**config.mk**
```make
export PLATFORM = sky130hd
export DESIGN_NAME = dotprod_seq_flat
export DESIGN_NICKNAME = d
export VERILOG_FILES = /design/src/rtl/dotprod_seq_pkg.sv /design/src/rtl/dotprod_seq_if.sv /design/src/rtl/dotprod_seq.sv /design/src/flat_wrapper.sv
export SDC_FILE = /design/constraint.sdc
export NUM_CORES = 1
export LEC_CHECK = 0
export BUFFER_PORTS_ARGS = -buffer_cell sky130_fd_sc_hd__buf_2
export CAP_MARGIN = 5
export CORE_ASPECT_RATIO = 0.7
export CORE_MARGIN = 2
export CORE_UTILIZATION = 35
export CTS_CLUSTER_DIAMETER = 100
export DETAILED_ROUTE_END_ITERATION = 16
export GPL_TIMING_DRIVEN = 0
export PLACE_DENSITY = 0.72
export SKIP_CTS_REPAIR_TIMING = 1
export SLEW_MARGIN = 20
export SYNTH_ARGS = -nofsm -noshare
export SYNTH_HDL_FRONTEND = slang
export SYNTH_SLANG_ARGS = --single-unit
export TNS_END_PERCENT = 5
```
**constraint.sdc**
```tcl
create_clock -name clk -period 3.26 [get_ports clk]
set_input_delay 0.163 -clock clk [delete_from_list [all_inputs] [get_ports clk]]
set_output_delay 0.163 -clock clk [all_outputs]
set_load 0.03 [all_outputs]
```
**src/rtl/dotprod_seq_pkg.sv**
```systemverilog
// Shared FSM encoding for the dot-product sequencer.
// Pure definitions: no latency, no backpressure.
package dotprod_seq_pkg;

    localparam logic [1:0] IDLE = 2'd0;
    localparam logic [1:0] RUN  = 2'd1;
    localparam logic [1:0] DONE = 2'd2;

    typedef enum logic [1:0] {
        ST_IDLE = IDLE,
        ST_RUN  = RUN,
        ST_DONE = DONE
    } state_e;

endpackage

```
**src/rtl/dotprod_seq_if.sv**
```systemverilog
// Operand, multiply-add and result signals of the dot-product sequencer.
// Master drives requests and the multiply-add result; slave is the sequencer.
interface dotprod_seq_if #(
    parameter int N     = 8,
    parameter int M     = 24,
    parameter int LEN_W = 8
);
    logic             start;
    logic [LEN_W-1:0] len;
    logic             in_valid;
    logic             in_ready;
    logic [N-1:0]     in_a;
    logic [N-1:0]     in_b;
    logic [N-1:0]     mul_a;
    logic [N-1:0]     mul_b;
    logic [M-1:0]     mul_c;
    logic [M-1:0]     mul_result;
    logic             out_valid;
    logic             out_ready;
    logic [M-1:0]     out_result;
    logic             busy;

    modport master (
        output start, len, in_valid, in_a, in_b, mul_result, out_ready,
        input  in_ready, mul_a, mul_b, mul_c, out_valid, out_result, busy
    );

    modport slave (
        input  start, len, in_valid, in_a, in_b, mul_result, out_ready,
        output in_ready, mul_a, mul_b, mul_c, out_valid, out_result, busy
    );

endinterface

```
**src/rtl/dotprod_seq.sv**
```systemverilog
// Streams (a,b) pairs through an external multiply-add, accumulating sum(a*b) mod 2^M.
// One term/cycle; result valid the cycle after the last term, held until out_ready.
module dotprod_seq
    import dotprod_seq_pkg::*;
#(
    parameter int N     = 8,
    parameter int M     = 24,
    parameter int LEN_W = 8
) (
    input logic           clk,
    input logic           nreset,
    dotprod_seq_if.slave  bus
);

    state_e           state_q, state_d;
    logic [M-1:0]     acc_q, acc_d;
    logic [LEN_W-1:0] count_q, count_d;
    logic             in_hs;

    always_ff @(posedge clk or negedge nreset) begin
        if (!nreset) begin
            state_q <= ST_IDLE;
            acc_q   <= '0;
            count_q <= '0;
        end else begin
            state_q <= state_d;
            acc_q   <= acc_d;
            count_q <= count_d;
        end
    end

    always_comb begin
        state_d = state_q;
        acc_d   = acc_q;
        count_d = count_q;
        in_hs   = 1'b0;
        case (state_q)
            ST_IDLE: begin
                if (bus.start) begin
                    acc_d = '0;
                    if (bus.len != '0) begin
                        count_d = bus.len;
                        state_d = ST_RUN;
                    end else begin
                        state_d = ST_DONE;
                    end
                end
            end
            ST_RUN: begin
                in_hs = bus.in_valid;
                if (in_hs) begin
                    acc_d   = bus.mul_result;
                    count_d = count_q - LEN_W'(1);
                    if (count_q == LEN_W'(1)) begin
                        state_d = ST_DONE;
                    end
                end
            end
            ST_DONE: begin
                // acc is left alone so the last sum stays observable until the next start
                if (bus.out_ready) begin
                    state_d = ST_IDLE;
                end
            end
            default: state_d = ST_IDLE;
        endcase
    end

    assign bus.in_ready   = (state_q == ST_RUN);
    assign bus.out_valid  = (state_q == ST_DONE);
    assign bus.busy       = (state_q == ST_RUN) || (state_q == ST_DONE);
    assign bus.mul_a      = bus.in_a;
    assign bus.mul_b      = bus.in_b;
    assign bus.mul_c      = acc_q;
    assign bus.out_result = acc_q;

endmodule

```
**src/flat_wrapper.sv**
```systemverilog
// flat-port wrapper written by rule: the top's interface ports become plain ports
module dotprod_seq_flat import dotprod_seq_pkg::*;
#(
    parameter int N     = 8,
    parameter int M     = 24,
    parameter int LEN_W = 8
)
  (clk, nreset, bus_start, bus_len, bus_in_valid, bus_in_a, bus_in_b, bus_mul_result, bus_out_ready, bus_in_ready, bus_mul_a, bus_mul_b, bus_mul_c, bus_out_valid, bus_out_result, bus_busy);
  dotprod_seq_if #(.N(N), .M(M), .LEN_W(LEN_W)) bus_i ();
  input logic clk;
  input logic nreset;
  input wire logic [$bits(bus_i.start)-1:0] bus_start;
  input wire logic [$bits(bus_i.len)-1:0] bus_len;
  input wire logic [$bits(bus_i.in_valid)-1:0] bus_in_valid;
  input wire logic [$bits(bus_i.in_a)-1:0] bus_in_a;
  input wire logic [$bits(bus_i.in_b)-1:0] bus_in_b;
  input wire logic [$bits(bus_i.mul_result)-1:0] bus_mul_result;
  input wire logic [$bits(bus_i.out_ready)-1:0] bus_out_ready;
  output wire logic [$bits(bus_i.in_ready)-1:0] bus_in_ready;
  output wire logic [$bits(bus_i.mul_a)-1:0] bus_mul_a;
  output wire logic [$bits(bus_i.mul_b)-1:0] bus_mul_b;
  output wire logic [$bits(bus_i.mul_c)-1:0] bus_mul_c;
  output wire logic [$bits(bus_i.out_valid)-1:0] bus_out_valid;
  output wire logic [$bits(bus_i.out_result)-1:0] bus_out_result;
  output wire logic [$bits(bus_i.busy)-1:0] bus_busy;
  assign bus_i.start = bus_start;
  assign bus_i.len = bus_len;
  assign bus_i.in_valid = bus_in_valid;
  assign bus_i.in_a = bus_in_a;
  assign bus_i.in_b = bus_in_b;
  assign bus_i.mul_result = bus_mul_result;
  assign bus_i.out_ready = bus_out_ready;
  assign bus_in_ready = bus_i.in_ready;
  assign bus_mul_a = bus_i.mul_a;
  assign bus_mul_b = bus_i.mul_b;
  assign bus_mul_c = bus_i.mul_c;
  assign bus_out_valid = bus_i.out_valid;
  assign bus_out_result = bus_i.out_result;
  assign bus_busy = bus_i.busy;
  dotprod_seq #(.N(N), .M(M), .LEN_W(LEN_W)) u_core (.clk(clk), .nreset(nreset), .bus(bus_i));
endmodule
```
-- After elaboration in Yosys (flattened, before gate mapping)
Cells that the tools add are included.
- bits in registers: 34
- input port bits: 53
- output and inout port bits: 67
- word-level logic and storage cells: 32
- add/sub/neg operators: 1
- equal/unequal tests: 8
- multiplexer cells: 13
- reductions and logical operators: 7
- operators with widths (kind ; count):
    24-bit 2-to-1 mux ; 2
    24-bit case mux with 2 select lines ; 1
    8-bit 2-to-1 mux ; 3
    8-bit case mux with 2 select lines ; 1
    2-bit 2-to-1 mux ; 5
    8-bit by 1-bit equality test with 1-bit output, second input constant ; 1
    4-bit AND reduction ; 2
    8-bit nonzero test ; 1
    8-bit by 1-bit subtractor with 8-bit output, second input constant ; 1
    2-bit != test, second input constant ; 3
    2-bit case mux with 3 select lines ; 1
    2-bit by 1-bit != test with 1-bit output, second input constant ; 2
    3-bit AND reduction ; 1
    2-bit by 1-bit equality test with 1-bit output, second input constant ; 1
    2-bit equality test, second input constant ; 1
    2-bit logical NOT ; 1
    2-bit nonzero test ; 1
    1-bit logical OR ; 1

-- Depth between registers and ports, before layout
- word-level depth: 4
- mapped depth: 8
- mapped depth without buffers: 6

-- Least setup slack after synthesis
OpenSTA, ideal clock, no wires.
- path kind: reg-to-reg
- from: register u_core.state_q[1]
- to: register u_core.acc_q[10] (netlist: u_core.bus.mul_c[10])
- library setup time: 0.066 ns
- data arrival time: 1.805 ns
- required time: 3.194 ns
- path slack: 1.389 ns
- cell stages (with the launch flop): 8
- buffers on the path: 3
- clock period less this slack: 1.871 ns
- cell sequence: dfrtp_1 inv_1 ha_1 buf_2 and3_1 clkbuf_1 clkbuf_1 a22o_1
- longest elaborated chain between the ends: 3
- elaborated cells between the ends (all ways): 7
- classes of those cells: eq/ne (3); mux (1); reduce/logical (3)
- ends and longest elaborated chain (item ; RTL line ; RTL):
    start: declaration ; dotprod_seq.sv:15 ; state_e state_q, state_d;
    start signal: assignment ; dotprod_seq.sv:26 ; state_q <= state_d;
    2-bit by 1-bit equality test with 1-bit output (*) ; -- ;
    via bus_in_ready ; flat_wrapper.sv:19 ; output wire logic [$bits(bus_i.in_ready)-1:0] bus_in_ready;
    2-bit != test (no source line) or 2-bit nonzero test (tied branches) ; -- ;
    3-bit AND reduction (no source line) ; -- ;
    end signal: assignment ; dotprod_seq.sv:23 ; acc_q <= '0;
    end signal: assignment ; dotprod_seq.sv:27 ; acc_q <= acc_d;
    end: declaration ; dotprod_seq.sv:16 ; logic [M-1:0] acc_q, acc_d;
Mark *: on every way through the listed nets, which the timed path passes. The rest lies on a longest branch.
A chain may end at the register's enable or synchronous reset.

-- Worst setup path after layout
- from: register u_core.state_q[0]
- to: register u_core.acc_q[19] (netlist: u_core.bus.mul_c[19])
- longest elaborated chain between the ends: 3
- elaborated cells between the ends (all ways): 7
- classes of those cells: eq/ne (3); mux (1); reduce/logical (3)
- ends and longest elaborated chain (item ; RTL line ; RTL):
    2-bit by 1-bit equality test with 1-bit output or 2-bit logical NOT (tied branches) ; dotprod_seq.sv:37 ; case (state_q)
    2-bit != test (no source line) or 2-bit nonzero test (tied branches) ; -- ;
    3-bit AND reduction (no source line) ; -- ;
Several ways; a longest one is shown, not always the timed one.

==> reports/results.tsv <==
metric	value	unit
final period utilization	0.6305	
Synth Area in Compound Gates	0.2080	
TritonCTS clock tree	done	
Slew Viols, Final	0	
Fin Hold WS	-54.30	ps
initial antenna violation count	0	
GPL Wtd Cong	0.9170	
port buffer count	103	
required time of the critical path	3470	ps
Vias	1761	
Tmin final	2056	ps
clk_lat worst skew	280	ps
CTS clock-pin slew for the worst setup and hold paths	70	ps
XOR/XNOR Fraction of Synth Area	0	
DRT Pass-1 Iters	4	
largest family of logic cells by synthesized area	compound AO/OA/AOI/OAI gates	
Congestion Overflow GR	0	
drt wl/cell	12.48	µm
dpl cells	356	
post-synth cell types	37	
IO Count	120	
synthesis-to-finish area growth	36.75	%
most frequent cells in the layout	buf_2, buf_4, dfrtp_1, a22o_1	
Core ar.	5258	µm²
FILL cells	509	
Critical Path Start Type	flop	
vias in the first global route	1488	
Sum Neg Setup Slack	0	ps
overall power	3.100	mW
post-synthesis mux area share	0.01050	
failing checks	negative hold slack	
final std cells w/o fill	364	
crit end category	flop	
sequential-to-total area share from yosys stat	0.4462	
Post-route DRC	0	
Seq cells post-synth	34	
Worst VDD drop	500.0	µV
CTS H-Tree Depth	2	
layout cells sized above 1	0.5411	
adder-cell share of the synthesized area	0.03281	
vias per cell	4.838	
Critical Path AT	2270	ps
Die X	92.22	µm
die height	65.76	µm
final WL	4.542	mm
syn avg cell area	10.53	µm²
first-pass GRT wire length	7.100	mm
die area	6064	µm²
root buf cell	clkbuf_8	
f_max	486.5	MHz
RSZ-0062 raised after global routing	false	
mapped cell area	1907	µm²
simple logic cell fraction of the synthesized area	0.1142	
commonest non-fill, non-tap cell in the layout	buf_2	
Critical Path Fanout Max	10	
class of the worst hold path	primary input to asynchronous set/reset pin	
total of warnings raised by yosys	0	
starting density of the core	0.3627	
syn nets	239	
critical path class	flop to flop	
pwr/cell area	1189	nW/µm²
CTS Buffer Depth	2	
slew margin rel.	0.4969	
Detailed Route Iter0 Violations	96	
post-DP HPWL	3.486	mm
Worst Skew	5.044	ps
hold violation count in the final report	34	
n_diodes	0	
overall track demand over capacity in global routing	0.1483	
setup violators final	0	
CTS buffer count	5	
Core Rows	22	
Multi-input gate area	696.9	µm²
clock sinks	34	
Worst Tran Pin Value	754.6	ps
LEAKAGE	1.448	nW
Antenna Nets Post-Route	0	
Mapped Cells	181	
Max-Cap Viols	0	
status	complete, but fails checks	
reg2reg path depth	7	
fin nets	349	
pin count of the biggest net entering global routing	35	
sequential cell area	850.8	µm²
synth_stat cells:
library cell | number | area share
or4_1 | 2 | 0.0079
nor2_1 | 6 | 0.012
dfrtp_1 | 34 | 0.45
or3_1 | 1 | 0.0033
o31ai_1 | 2 | 0.0079
nor3b_1 | 3 | 0.012
nand2_1 | 4 | 0.0079
and3b_1 | 1 | 0.0046
nor4b_1 | 2 | 0.0092
o41ai_2 | 1 | 0.0085
ha_1 | 5 | 0.033
a32oi_1 | 1 | 0.0046
nor3_1 | 2 | 0.0052
o211a_1 | 1 | 0.0052
nand2b_1 | 3 | 0.0098
buf_1 | 2 | 0.0039
o21ai_1 | 1 | 0.0026
a31oi_1 | 4 | 0.013
o211ai_1 | 3 | 0.012
a22o_1 | 24 | 0.11
and3_1 | 3 | 0.0098
buf_2 | 2 | 0.0052
nor2b_1 | 1 | 0.0033
nand3_1 | 5 | 0.013
buf_4 | 40 | 0.16
a21oi_1 | 1 | 0.0026
clkbuf_1 | 5 | 0.0098
a311oi_1 | 2 | 0.0092
mux2i_1 | 2 | 0.010
inv_1 | 6 | 0.012
a221oi_1 | 1 | 0.0046
o221a_2 | 2 | 0.012
nor4_1 | 2 | 0.0066
o32a_1 | 1 | 0.0052
or4_4 | 1 | 0.0059
and3_2 | 1 | 0.0039
o21ai_0 | 4 | 0.010
worst max-delay path, stage by stage (launching register included):
cell and delay (ps):
dfrtp_1 390, inv_1 100, ha_1 280, nand2b_1 140, o211ai_1 180, buf_2 290, buf_1 390, a22o_1 220
sequential cells by signal (all words and copies together) (netlist names):
register and count:
u_core.bus.mul_c 24, u_core.count_q 8, u_core.state_q 2
layout make-up:
class	count	area share
well taps	72	0.03455
clock buffers	6	0.03167
flip-flops and latches	34	0.3263
multi-input cells	92	0.2673
plain buffers	49	0.1291
repair buffers	103	0.1977
inverters	6	0.008637
clock inverters	2	0.004798
routing by layer:
| layer | share of wire | GRT usage | wire length, µm |
|---|---|---|---|
| met1 | 0.48 | 0.2125 | 2202 |
| met2 | 0.41 | 0.2197 | 1882 |
| met5 | 0 | 0 | 0 |
| met3 | 0.090 | 0.04243 | 407 |
| met4 | 0.011 | 0.03918 | 50 |
through the flow:
| stage | util | hold slack (ps) | instance area, µm² | worst slack (ps) |
|---|---|---|---|---|
| after CTS | 0.4960 | -27.49 | 2608 | 1204 |
| after detailed placement | 0.4779 | 283.4 | 2512 | 1217 |
| after global placement | 0.4779 | 271.1 | 2512 | 1263 |
| after floorplan | - | -132.6 | 1907 | 1389 |
| final | 0.4960 | -54.30 | 2608 | 1204 |
| after global routing | 0.4960 | 12.31 | 2608 | 1024 |
power breakdown:
group | internal, mW | switching, mW | total [mW] | leakage, nW
registers | 0.633 | 0.182 | 0.815 | 0.439
clock network | 0.170 | 0.149 | 0.318 | 0.0472
logic | 0.734 | 1.23 | 1.97 | 0.962
cell families (layout without fill, tap and decap cells):
group	after synthesis	count (layout)
muxes	2	2
AOI/OAI and AO/OA	48	48
buffers and inverters	55	166
DFF	34	34
and+or+nand+nor	37	37
adders and majority gates	5	5
final timing paths:
| check | start | endpoint | slack, ps |
|---|---|---|---|
| max | u_core.state_q[0] | u_core.bus.mul_c[19] | 1200 |
| min | nreset | u_core.bus.mul_c[1] | -50 |
| max reg2reg | u_core.state_q[0] | u_core.bus.mul_c[19] | 1200 |
| min reg2reg | u_core.bus.mul_c[11] | u_core.bus.mul_c[11] | 530 |
| max in group asynchronous | nreset | u_core.bus.mul_c[16] | 2820 |
| min in group clk | bus_mul_result[15] | u_core.bus.mul_c[15] | 90 |
Note: power is estimated with default switching activity, not from simulation.
